<file path="src/rtl/multi_cycle_ctrl_pkg.sv">
// Shared definitions for the multi-cycle MIPS control unit.
// Holds the FSM state encodings, the opcode constants and the aluOp
// encodings. The ALU control block imports this package as well.
package multi_cycle_ctrl_pkg;

    typedef enum logic [3:0] {
        S_FETCH    = 4'd0,
        S_DECODE   = 4'd1,
        S_MEM_ADDR = 4'd2,
        S_MEM_RD   = 4'd3,
        S_MEM_WB   = 4'd4,
        S_MEM_WR   = 4'd5,
        S_R_EXEC   = 4'd6,
        S_R_WB     = 4'd7,
        S_BRANCH   = 4'd8,
        S_JUMP     = 4'd9,
        S_TRAP     = 4'd10
    } state_t;

    // Opcodes (IR[31:26])
    localparam logic [5:0] OP_R        = 6'b000000;
    localparam logic [5:0] OP_SPECIAL2 = 6'b011100;
    localparam logic [5:0] OP_LW       = 6'b100011;
    localparam logic [5:0] OP_SW       = 6'b101011;
    localparam logic [5:0] OP_BEQ      = 6'b000100;
    localparam logic [5:0] OP_J        = 6'b000010;

    // aluOp encodings seen by the ALU control block
    localparam logic [1:0] ALUOP_FUNCT = 2'b00;  // decode funct field
    localparam logic [1:0] ALUOP_CLX   = 2'b01;  // CLO/CLZ (SPECIAL2)
    localparam logic [1:0] ALUOP_ADD   = 2'b10;  // address / PC+4
    localparam logic [1:0] ALUOP_SUB   = 2'b11;  // BEQ compare

    // ALU B-operand select
    localparam logic [1:0] SRCB_REG    = 2'b00;
    localparam logic [1:0] SRCB_FOUR   = 2'b01;
    localparam logic [1:0] SRCB_IMM    = 2'b10;
    localparam logic [1:0] SRCB_IMM_SH = 2'b11;

    // PC source select
    localparam logic [1:0] PCSRC_ALU   = 2'b00;
    localparam logic [1:0] PCSRC_OUT   = 2'b01;
    localparam logic [1:0] PCSRC_JUMP  = 2'b10;

    // True for the opcodes that go through MEM_ADDR
    function automatic logic is_mem_op(input logic [5:0] op);
        return (op == OP_LW) || (op == OP_SW);
    endfunction

endpackage

</file>
<file path="src/rtl/multi_cycle_ctrl.sv">
// Multi-cycle MIPS control unit: Moore FSM sequencing fetch, decode,
// memory, R-type, branch and jump steps, plus a retired-instruction count.
// Optional feature: define MULTI_CYCLE_CTRL_ILLEGAL_TRAP_EN to send unknown
// opcodes to a sticky TRAP state and add the illegalOp output; otherwise
// unknown opcodes behave as NOPs.
// The zero flag is carried for interface completeness only: the branch PC
// update is qualified by zero outside this block.
module multi_cycle_ctrl
    import multi_cycle_ctrl_pkg::*;
(
    input  logic        clk,
    input  logic        reset,
    input  logic [5:0]  opcode,
    input  logic        memReady,
    input  logic        zero,
    output logic        pcWrite,
    output logic        pcWriteCond,
    output logic        irWrite,
    output logic        memRead,
    output logic        memWrite,
    output logic        regWrite,
    output logic        iorD,
    output logic        regDst,
    output logic        memToReg,
    output logic        aluSrcA,
    output logic [1:0]  aluOp,
    output logic [1:0]  aluSrcB,
    output logic [1:0]  pcSource,
    output logic [3:0]  state,
    output logic [15:0] retired
`ifdef MULTI_CYCLE_CTRL_ILLEGAL_TRAP_EN
    ,
    output logic        illegalOp
`endif
);

    state_t      state_reg;
    state_t      state_next;
    logic        special2_reg;
    logic [5:0]  opcode_reg;
    logic [15:0] retired_reg;
    // Low from reset until the first clock edge after reset is released;
    // keeps every control quiet during and just after reset.
    logic        running_reg;

    // State register, special2 flag, latched opcode and run flag
    always_ff @(posedge clk or posedge reset) begin
        if (reset) begin
            state_reg    <= S_FETCH;
            special2_reg <= 1'b0;
            opcode_reg   <= '0;
            running_reg  <= 1'b0;
        end else begin
            running_reg <= 1'b1;
            state_reg   <= state_next;
            if (state_reg == S_DECODE) begin
                opcode_reg   <= opcode;
                special2_reg <= (opcode == OP_SPECIAL2);
            end else if (state_next == S_FETCH) begin
                special2_reg <= 1'b0;
            end
        end
    end

    // Retired counter: one count per return to FETCH, wraps naturally
    always_ff @(posedge clk or posedge reset) begin
        if (reset) begin
            retired_reg <= '0;
        end else if ((state_reg != S_FETCH) && (state_next == S_FETCH)) begin
            retired_reg <= retired_reg + 16'd1;
        end
    end

    // Next-state logic
    always_comb begin
        state_next = state_reg;
        if (running_reg) begin
            case (state_reg)
                S_FETCH:    if (memReady) state_next = S_DECODE;
                S_DECODE: begin
                    if (is_mem_op(opcode))
                        state_next = S_MEM_ADDR;
                    else if ((opcode == OP_R) || (opcode == OP_SPECIAL2))
                        state_next = S_R_EXEC;
                    else if (opcode == OP_BEQ)
                        state_next = S_BRANCH;
                    else if (opcode == OP_J)
                        state_next = S_JUMP;
                    else
`ifdef MULTI_CYCLE_CTRL_ILLEGAL_TRAP_EN
                        state_next = S_TRAP;
`else
                        state_next = S_FETCH;
`endif
                end
                S_MEM_ADDR: state_next = (opcode_reg == OP_LW) ? S_MEM_RD : S_MEM_WR;
                S_MEM_RD:   if (memReady) state_next = S_MEM_WB;
                S_MEM_WB:   state_next = S_FETCH;
                S_MEM_WR:   if (memReady) state_next = S_FETCH;
                S_R_EXEC:   state_next = S_R_WB;
                S_R_WB:     state_next = S_FETCH;
                S_BRANCH:   state_next = S_FETCH;
                S_JUMP:     state_next = S_FETCH;
                S_TRAP:     state_next = S_TRAP;
                default:    state_next = S_FETCH;
            endcase
        end
    end

    // Output decode from the registered state (FETCH also qualifies the
    // IR/PC write pulse with memReady)
    always_comb begin
        pcWrite     = 1'b0;
        pcWriteCond = 1'b0;
        irWrite     = 1'b0;
        memRead     = 1'b0;
        memWrite    = 1'b0;
        regWrite    = 1'b0;
        iorD        = 1'b0;
        regDst      = 1'b0;
        memToReg    = 1'b0;
        aluSrcA     = 1'b0;
        aluOp       = ALUOP_FUNCT;
        aluSrcB     = SRCB_REG;
        pcSource    = PCSRC_ALU;
        if (running_reg) begin
            case (state_reg)
                S_FETCH: begin
                    memRead  = 1'b1;
                    aluSrcB  = SRCB_FOUR;
                    aluOp    = ALUOP_ADD;
                    irWrite  = memReady;
                    pcWrite  = memReady;
                end
                S_DECODE: begin
                    aluSrcB  = SRCB_IMM_SH;
                    aluOp    = ALUOP_ADD;
                end
                S_MEM_ADDR: begin
                    aluSrcA  = 1'b1;
                    aluSrcB  = SRCB_IMM;
                    aluOp    = ALUOP_ADD;
                end
                S_MEM_RD: begin
                    memRead  = 1'b1;
                    iorD     = 1'b1;
                end
                S_MEM_WB: begin
                    regWrite = 1'b1;
                    memToReg = 1'b1;
                end
                S_MEM_WR: begin
                    memWrite = 1'b1;
                    iorD     = 1'b1;
                end
                S_R_EXEC: begin
                    aluSrcA  = 1'b1;
                    aluOp    = special2_reg ? ALUOP_CLX : ALUOP_FUNCT;
                end
                S_R_WB: begin
                    regWrite = 1'b1;
                    regDst   = 1'b1;
                end
                S_BRANCH: begin
                    aluSrcA     = 1'b1;
                    aluOp       = ALUOP_SUB;
                    pcWriteCond = 1'b1;
                    pcSource    = PCSRC_OUT;
                end
                S_JUMP: begin
                    pcWrite  = 1'b1;
                    pcSource = PCSRC_JUMP;
                end
                default: ;
            endcase
        end
    end

    assign state   = state_reg;
    assign retired = retired_reg;

`ifdef MULTI_CYCLE_CTRL_ILLEGAL_TRAP_EN
    assign illegalOp = (state_reg == S_TRAP);
`endif

endmodule

</file>
<file path="config.mk">
export PLATFORM = sky130hd
export DESIGN_NAME = multi_cycle_ctrl
export DESIGN_NICKNAME = d
export VERILOG_FILES = /design/src/rtl/multi_cycle_ctrl_pkg.sv /design/src/rtl/multi_cycle_ctrl.sv
export SDC_FILE = /design/constraint.sdc
export NUM_CORES = 1
export LEC_CHECK = 0
export BUFFER_PORTS_ARGS = -buffer_cell sky130_fd_sc_hd__buf_2
export CAP_MARGIN = 20
export CORE_ASPECT_RATIO = 0.5
export CORE_MARGIN = 2
export CORE_UTILIZATION = 45
export CTS_CLUSTER_SIZE = 40
export DETAILED_ROUTE_END_ITERATION = 6
export PLACE_DENSITY = 0.78
export SYNTH_ARGS = -nofsm -noshare
export SYNTH_HDL_FRONTEND = slang
export SYNTH_SLANG_ARGS = --single-unit
</file>
<file path="constraint.sdc">
create_clock -name clk -period 2.5 [get_ports clk]
set_input_delay 0.125 -clock clk [delete_from_list [all_inputs] [get_ports clk]]
set_output_delay 0.125 -clock clk [all_outputs]
set_load 0.05 [all_outputs]
</file>
==> results of run 1 <==
[critical path, stage by stage, from the launching register on]
cell       delay, ps
dfrtp_1          380
nand4bb_1        220
or3_1            370
nand4_1          100
nand4_1          140
or3_4            470
or3b_4           410
xnor2_2          140
[timing repair]
action,in CTS,in global routing
hold endpoints to repair,16,0
endpoints found under the setup margin,0,10
hold buffers,1,0
resized for setup,0,1
[final cells by class]
| cell class | instances | area (um^2) | share of cell area [%] |
|---|---|---|---|
| clock buffers | 4 | 55.1 | 2.61 |
| inverters | 5 | 18.8 | 0.891 |
| multi-input cells | 129 | 935 | 44.4 |
| flip-flops and latches | 28 | 706 | 33.5 |
| well taps | 51 | 63.8 | 3.03 |
| repair buffers | 58 | 328 | 15.6 |
[power by group through the flow]
stage	clock network (mW)	registers, mW	logic [mW]
final	0.280	0.640	0.665
after global routing	0.310	0.656	0.713
after CTS	0.287	0.642	0.665
after detailed placement	0	0.649	0.663
after global placement	0	0.643	0.649
after floorplan	0	0.815	0.331
[Yosys cell counts (all sizes together) (2+ instances only)]
cell	n	area [um^2]
dfrtp	28	701
nor3	14	110
xor2	13	114
nand2	12	45.0
nor2	12	45.0
buf	9	60.1
nand3	8	40.0
mux2	7	78.8
and3	6	37.5
nand2b	6	37.5
inv	5	18.8
xnor2	5	51.3
a21oi	4	20.0
nor4	4	37.5
o21ai	4	20.0
or3	4	25.0
nand3b	3	22.5
nand4	3	18.8
nor3b	3	27.5
maj3	2	20.0
o32a	2	20.0
or3b	2	20.0
[worst min-delay path by stage]
stage,startpoint,slack [ps],to,cells past startpoint
final,opcode[3],140,opcode_reg[3]$_DFFE_PP0P_,2
after global routing,opcode[5],130,opcode_reg[5]$_DFFE_PP0P_,2
after CTS,opcode[3],120,opcode_reg[3]$_DFFE_PP0P_,2
after detailed placement,reset,240,special2_reg$_DFFE_PP0P_,2
after global placement,reset,230,running_reg$_DFF_PP0_,2
after floorplan,reset,190,opcode_reg[0]$_DFFE_PP0P_,1
[layer usage]
layer	track usage, %	share of wire (%)	vias up
met4	6.06	0.99	0
met3	4.41	5.3	4
met2	30.8	48	42
li1	-	-	710
met5	0	0	-
met1	20.4	45	685
[metrics by stage]
step	power (mW)	utilization [%]
floorplan	1.15	-
CTS	1.59	59.5
finish	1.59	59.7
global route	1.68	59.7
global placement	1.29	57.7
detailed placement	1.31	57.7
[kinds of logic after synthesis]
logic type / Yosys count / share of synthesized area (%)
flip-flops: 28 / 41.2
XOR/XNOR: 18 / 9.71
AO/OA/AOI/OAI: 15 / 6.03
buffers and inverters: 15 / 4.86
multiplexers: 7 / 4.64
adder cells (fa/ha/maj): 3 / 1.91
AND/OR/NAND/NOR: 85 / 31.4
other: 1 / 0.221
==> flow_metrics.py, run 1 <==
metrics = {
    "setup_path": {
        "startpoint_type": "flop",
        "worstReg2RegEnd": "retired[8]$_DFFE_PP0P_",
        "crit_arrival_ps": 2500,
        "worstPathRequired_ps": 2660,
        "r2r_cells": 7,
        "cp-endpoint": "retired[8]$_DFFE_PP0P_",
        "path_class": "reg2reg",
        "rr_startpoint": "opcode_reg[2]$_DFFE_PP0P_",
        "path_max_fanout": 7,
        "timing.reg2reg.setup_slack_ps": 160,
        "crit_path_end_kind": "flop",
        "crit_path_start": "opcode_reg[2]$_DFFE_PP0P_",
    },
    "power_and_ir_drop": {
        "comb_power_share_pct": 42.0,
        "powerDensity_nw_per_um2": 753,
        "seq_power_share_pct": 40.4,
        "ir_drop_uv": 388,
        "power.switching_uw": 670,
        "clockPowerShare_pct": 17.7,
        "internal_power_uw": 915,
        "cellLeakagePower_nw": 1.06,
        "switching_share_pct": 42.3,
    },
    "floorplanning": {
        "row_count": 15,
        "dieWidth_um": 90.9,
        "initial_core_util_pct": 48.2,
        "core_um2": 3530,
        "io_pins": 46,
        "die_y_um": 47.5,
        "die_area_um2": 4320,
    },
    "timing": {
        "rsz0062_at_grt": "false",
        "whs_ps": 138,
        "slew_violations": 0,
        "worst_slew_pin_slew_ps": 623,
        "fin_setup_tns_ps": 0,
        "timing.final.ws_setup_ps": 164,
        "period_needed_ps": 2340,
        "finClkSkew_ps": 2.84,
        "finalHoldViolCount": 0,
        "fmax_mhz": 428,
        "post-route-period-util_pct": 93.4,
        "finalSetupViolCount": 0,
        "slew_headroom_pct": 58.4,
    },
    "synthesis": {
        "synth_cells": 172,
        "ys.flop_type": "dfrtp_1",
        "syn_area_um2": 1700,
        "yosys_warnings": 0,
        "syn_area_per_cell_um2": 9.89,
        "ys_seq_area_share_pct": 41.2,
        "synthesis.nets": 183,
        "synth.distinct_cells": 48,
        "synth_seq_cells": 28,
        "synth_edf_count": 0,
        "async_reset_ff_share_pct": 100,
    },
    "global_routing": {
        "grt-ovfl-total": 0,
        "grt_usage_pct": 16.8,
        "grt_pass1_vias": 1235,
        "grt_max_degree": 18,
        "antenna_found_initial": 0,
        "grt_first_pass_wirelength_um": 5580,
    },
    "clocking": {
        "cts.clk_slew.worst_paths_ps": 90,
        "cts_tree": "yes",
        "cts.sinks": 28,
        "clockBufferDepth": 2,
        "cts_buffers": 3,
        "post_cts_buffers": 0,
        "cts_max_level": 1,
        "clk_latency_ps": 270,
        "clockRootBuffer": "clkbuf_8",
    },
    "place": {
        "dp_hpwl_um": 2750,
        "io_buffer_count": 44,
        "dp_cells": 270,
        "gp_congestion": 0.842,
        "pre_cts_slack_ps": 82.1,
        "dpl_cell_area_um2": 2040,
    },
    "layout": {
        "area_growth_syn_to_layout_pct": 23.8,
        "largest_reg_flops": 16,
        "drive_gt1_share_pct": 39.7,
        "final_common_cell": "buf_2",
        "design_area_um2": 2110,
        "layout.cells.most_common_list": "44 x buf_2, 24 x dfrtp_1, 13 x xor2_1, 13 x buf_4",
        "fin_nets": 236,
        "fin_cells": 275,
        "nFillCells": 319,
        "diodes": 0,
    },
    "routing": {
        "drtIter0Drc": 46,
        "ant_nets": 0,
        "routed_wl_um": 3620,
        "via_per_inst": 5.24,
        "vias": 1441,
        "wire_per_inst_um": 13.2,
        "drcViolationCount": 0,
        "drtPass1Iterations": 4,
    },
    "run_status": {
        "outcome": "completed",
    },
    "run": {
        "cap_violations": 0,
    },
    "min_path": {
        "hp-class": "in2reg",
    },
}
No activity file was read; power rests on OpenSTA's default activity.
==> run 2: changes to the inputs <==
--- a/config.mk
+++ b/config.mk
@@ -12,7 +12,7 @@
 export CORE_UTILIZATION = 45
 export CTS_CLUSTER_SIZE = 40
 export DETAILED_ROUTE_END_ITERATION = 6
-export PLACE_DENSITY = 0.78
+export PLACE_DENSITY = 0.75
 export SYNTH_ARGS = -nofsm -noshare
 export SYNTH_HDL_FRONTEND = slang
 export SYNTH_SLANG_ARGS = --single-unit
==> constraint.sdc (replaced) <==
create_clock -name clk -period 2.88 [get_ports clk]
set_input_delay 0.144 -clock clk [delete_from_list [all_inputs] [get_ports clk]]
set_output_delay 0.144 -clock clk [all_outputs]
set_load 0.05 [all_outputs]
==> run 2 against run 1 <==
Via count shrank 1.9%. Utilization shrank 0.25 points. Sequential share of layout area shrank 0.099 points. Power shrank 9.6%. Non-clock buffer count shrank 3. Die area is the same. Worst setup slack gained 85 ps. Sequential cell count is the same. Largest cell class unchanged.
==> flow_metrics.py, run 2 (same netlist as run 1, synthesis figures left out) <==
metrics = {
    "power_and_ir_drop": {
        "power.total_mw": 1.43,
        "cellLeakagePower_nw": 1.06,
        "powerDensity_nw_per_um2": 684,
        "ir_drop_uv": 488,
    },
    "run_status": {
        "outcome": "completed",
    },
    "global_routing": {
        "grt_first_pass_wirelength_um": 5950,
        "grt_pass1_vias": 1235,
        "grt_max_degree": 29,
        "grt-ovfl-total": 0,
        "antenna_found_initial": 0,
        "grt_usage_pct": 17.5,
    },
    "floorplanning": {
        "die_area_um2": 4320,
        "initial_core_util_pct": 48.2,
        "io_pins": 46,
        "die_y_um": 47.5,
        "dieWidth_um": 90.9,
        "core_um2": 3530,
        "row_count": 15,
    },
    "timing": {
        "finClkSkew_ps": 13.9,
        "slew_violations": 0,
        "rsz0062_at_grt": "false",
        "period_needed_ps": 2630,
        "finalHoldViolCount": 0,
        "post-route-period-util_pct": 91.4,
        "finalSetupViolCount": 0,
        "fin_setup_tns_ps": 0,
        "fmax_mhz": 380,
        "whs_ps": 135,
    },
    "layout": {
        "final_common_cell": "buf_2",
        "fin_nets": 233,
        "drive_gt1_share_pct": 35.7,
        "largest_reg_flops": 16,
        "diodes": 0,
        "seq_area_um2": 701,
        "nFillCells": 320,
        "multi_input_area_um2": 917,
        "area_growth_syn_to_layout_pct": 23.3,
        "layout.cells.most_common_list": "44 x buf_2, 28 x dfrtp_1, 13 x xor2_1",
    },
    "clocking": {
        "cts.sinks": 28,
        "cts_buffers": 3,
        "cts_max_level": 1,
        "cts_resized": 0,
        "clockRootBuffer": "clkbuf_8",
        "holdBufCountCts": 0,
        "post_cts_buffers": 0,
        "clk_latency_ps": 280,
        "cts_tree": "yes",
        "clockBufferDepth": 2,
        "cts.clk_slew.worst_paths_ps": 100,
    },
    "routing": {
        "drtPass1Iterations": 5,
        "drcViolationCount": 0,
        "ant_nets": 0,
        "vias": 1414,
        "routed_wl_um": 3730,
        "via_per_inst": 5.20,
        "wire_per_inst_um": 13.7,
        "drtIter0Drc": 49,
    },
    "run": {
        "cap_violations": 0,
    },
    "setup_path": {
        "startpoint_type": "flop",
        "path_max_fanout": 13,
        "crit_arrival_ps": 2820,
        "worstPathRequired_ps": 3070,
        "path_class": "reg2reg",
        "crit_path_end_kind": "flop",
    },
    "place": {
        "io_buffer_count": 44,
        "dp_hpwl_um": 2730,
        "gp_congestion": 0.812,
    },
    "min_path": {
        "hp-class": "in2reg",
    },
}
run 2: power breakdown:
group	internal (mW)	switching, mW	total, mW
sequential	0.476	0.0800	0.556
combinational	0.185	0.381	0.566
clock	0.186	0.125	0.311
run 2: routing by layer:
layer | global-route usage, % | wire length [um]
met1 | 24.8 | 1850
met2 | 29.0 | 1690
met3 | 3.62 | 171
met4 | 3.64 | 22
met5 | 0 | 0
run 2: worst paths after layout:
| kind | cells past startpoint | start | slack (ps) | to |
|---|---|---|---|---|
| min reg2reg | 1 | retired[15]$_DFFE_PP0P_ | 480 | retired[15]$_DFFE_PP0P_ |
| max in group asynchronous | 4 | reset | 2130 | retired[5]$_DFFE_PP0P_ |
| max | 8 | running_reg$_DFF_PP0_ | 250 | retired[9]$_DFFE_PP0P_ |
| min | 2 | opcode[3] | 140 | opcode_reg[3]$_DFFE_PP0P_ |
| min in group asynchronous | 3 | reset | 350 | retired[1]$_DFFE_PP0P_ |
| max reg2reg | 8 | running_reg$_DFF_PP0_ | 250 | retired[9]$_DFFE_PP0P_ |
run 2: final cells by class:
type | count | area share [%]
timing repair buffer | 55 | 15.5
clock inverter | 1 | 1.43
inverter | 5 | 0.895
multi-input combinational | 129 | 43.7
clock buffer | 3 | 1.97
tap | 51 | 3.04
sequential | 28 | 33.4
run 2: worst max-delay path, stage by stage, from the launching register on:
cell	delay, ps
dfrtp_1	530
or3b_1	310
nor4b_1	80
a21o_1	170
or3_1	290
or3_1	530
buf_4	240
nor3_2	200
xor2_1	190
run 2: stage by stage:
| stage | utilization (%) | instances | instance area (um^2) | setup WS, ps |
|---|---|---|---|---|
| finish | 59.4 | 272 | 2100 | 249 |
| global route | 59.4 | 272 | 2100 | 62.0 |
| CTS | 58.4 | 270 | 2060 | 230 |
| detailed placement | 56.3 | 266 | 1990 | 276 |
| global placement | 56.3 | 266 | 1990 | 308 |
| floorplan | - | 172 | 1700 | 105 |
==> run 3: changes to the inputs <==
==> constraint.sdc (replaced) <==
create_clock -name clk -period 2.9 [get_ports clk]
set_input_delay 0.145 -clock clk [delete_from_list [all_inputs] [get_ports clk]]
set_output_delay 0.145 -clock clk [all_outputs]
set_load 0.05 [all_outputs]
==> run 3 against run 2 <==
Clock skew down 6.9 ps. Via count increased by 0.57%. Utilization unchanged. Critical path type unchanged. Critical endpoint is now retired[11]$_DFFE_PP0P_.
==> flow_metrics.py, run 3 (same netlist as run 1, synthesis figures left out) <==
metrics = {
    "run": {
        "cap_violations": 0,
    },
    "power_and_ir_drop": {
        "ir_drop_uv": 496,
        "cellLeakagePower_nw": 1.06,
        "powerDensity_nw_per_um2": 680,
    },
    "timing": {
        "fin_setup_tns_ps": 0,
        "period_needed_ps": 2640,
        "fmax_mhz": 379,
        "timing.final.ws_setup_ps": 259,
        "finalHoldViolCount": 0,
        "post-route-period-util_pct": 91.1,
        "rsz0062_at_grt": "false",
        "slew_violations": 0,
        "finClkSkew_ps": 7.04,
        "finalSetupViolCount": 0,
    },
    "clocking": {
        "post_cts_buffers": 0,
        "clockRootBuffer": "clkbuf_8",
        "cts.sinks": 28,
        "clockBufferDepth": 2,
        "holdBufCountCts": 0,
        "cts_tree": "yes",
        "cts_buffers": 3,
        "cts_resized": 0,
        "clk_latency_ps": 280,
        "cts.clk_slew.worst_paths_ps": 100,
        "cts_max_level": 1,
    },
    "place": {
        "io_buffer_count": 44,
        "dpl_cell_area_um2": 1990,
        "dp_hpwl_um": 2720,
        "gp_congestion": 0.811,
        "pre_cts_slack_ps": 298,
    },
    "setup_path": {
        "r2r_cells": 8,
        "path_max_fanout": 12,
        "crit_buf_inv": 2,
        "path_class": "reg2reg",
        "cp_slowest_cell": "or3_1",
        "worstPathRequired_ps": 3090,
        "worstPathCellList": "buf_4, or3_1, nand4_1, nand4_1, or3_1, buf_4, nor3_2, xor2_1",
        "rr_startpoint": "state[2]$_DFF_PP0_",
        "crit_arrival_ps": 2830,
        "max_stage_delay_ps": 560,
        "worstReg2RegEnd": "retired[11]$_DFFE_PP0P_",
        "startpoint_type": "flop",
        "timing.reg2reg.setup_slack_ps": 260,
        "crit_path_end_kind": "flop",
        "path_delay_family": "simple AND/OR/NAND/NOR gates",
    },
    "layout": {
        "largest_reg_flops": 16,
        "area_growth_syn_to_layout_pct": 23.3,
        "diodes": 0,
        "final_common_cell": "buf_2",
        "drive_gt1_share_pct": 35.7,
        "layout.cells.most_common_list": "44 x buf_2, 28 x dfrtp_1, 13 x xor2_1",
        "design_area_um2": 2100,
        "fin_util_pct": 59.4,
        "fin_nets": 233,
    },
    "floorplanning": {
        "initial_core_util_pct": 48.2,
        "row_count": 15,
        "die_y_um": 47.5,
        "dieWidth_um": 90.9,
        "io_pins": 46,
        "die_area_um2": 4320,
        "core_um2": 3530,
    },
    "routing": {
        "drtPass1Iterations": 4,
        "vias": 1422,
        "ant_nets": 0,
        "routed_wl_um": 3760,
        "drtIter0Drc": 63,
        "wire_per_inst_um": 13.8,
        "via_per_inst": 5.23,
        "drcViolationCount": 0,
    },
    "global_routing": {
        "grt_first_pass_wirelength_um": 5880,
        "grt-ovfl-total": 0,
        "grt_max_degree": 29,
        "antenna_found_initial": 0,
        "grt_pass1_vias": 1236,
        "grt_usage_pct": 17.4,
    },
    "min_path": {
        "hp-class": "in2reg",
        "hold_depth": 2,
        "hp-start": "opcode[5]",
        "hold_end": "opcode_reg[5]$_DFFE_PP0P_",
    },
    "run_status": {
        "outcome": "completed",
    },
}
run 3: cell counts in the layout (fill, tap and decap cells not counted):
Identical to the previous run, type by type.
run 3: how the worst max path moves through the flow:
stage                              endpoint             startpoint  cells past startpoint  slack [ps]
finish              retired[11]$_DFFE_PP0P_     state[2]$_DFF_PP0_                      8         260
global route        retired[11]$_DFFE_PP0P_  running_reg$_DFF_PP0_                      8          90
CTS                 retired[11]$_DFFE_PP0P_     state[2]$_DFF_PP0_                      8         260
detailed placement  retired[11]$_DFFE_PP0P_     state[2]$_DFF_PP0_                      8         300
global placement     retired[8]$_DFFE_PP0P_  running_reg$_DFF_PP0_                      7         330
floorplan                       pcSource[0]     state[2]$_DFF_PP0_                      5         120
run 3: layer usage:
layer  wire length [um]  part of all wire [%]  global-route usage, %  vias up
li1                   -                     -                      -      711
met1               1760                    47                   23.5      673
met2               1810                    48                   30.8       38
met3                185                   4.9                   3.31        0
met4                  0                     0                   3.64        0
met5                  0                     0                      0        -
run 3: final cells by class:
| cell class | instances | area (um^2) |
|---|---|---|
| inverter | 5 | 18.8 |
| clock inverter | 1 | 30.0 |
| timing repair buffer | 55 | 325 |
| clock buffer | 3 | 41.3 |
| fill | 314 | 1430 |
| multi-input combinational | 129 | 917 |
| tap | 51 | 63.8 |
| sequential | 28 | 701 |
run 3: power breakdown:
part | switching [mW] | internal, mW
combinational | 0.380 | 0.184
sequential | 0.0802 | 0.473
clock | 0.125 | 0.185
total | 0.585 | 0.842
run 3: stage by stage:
step	std cells	total power, mW	hold WS (ps)
2_1_floorplan	172	0.978	210
3_3_place_gp	266	1.10	424
3_5_place_dp	266	1.12	433
4_1_cts	270	1.43	139
5_1_grt	272	1.50	132
6_report	272	1.43	146
run 3: worst reg2reg max path, stage by stage, from the launching register on:
cell     delay [ps]
dfrtp_1         500
buf_4           230
or3_1           380
nand4_1          90
nand4_1         130
or3_1           560
buf_4           240
nor3_2          230
xor2_1          200
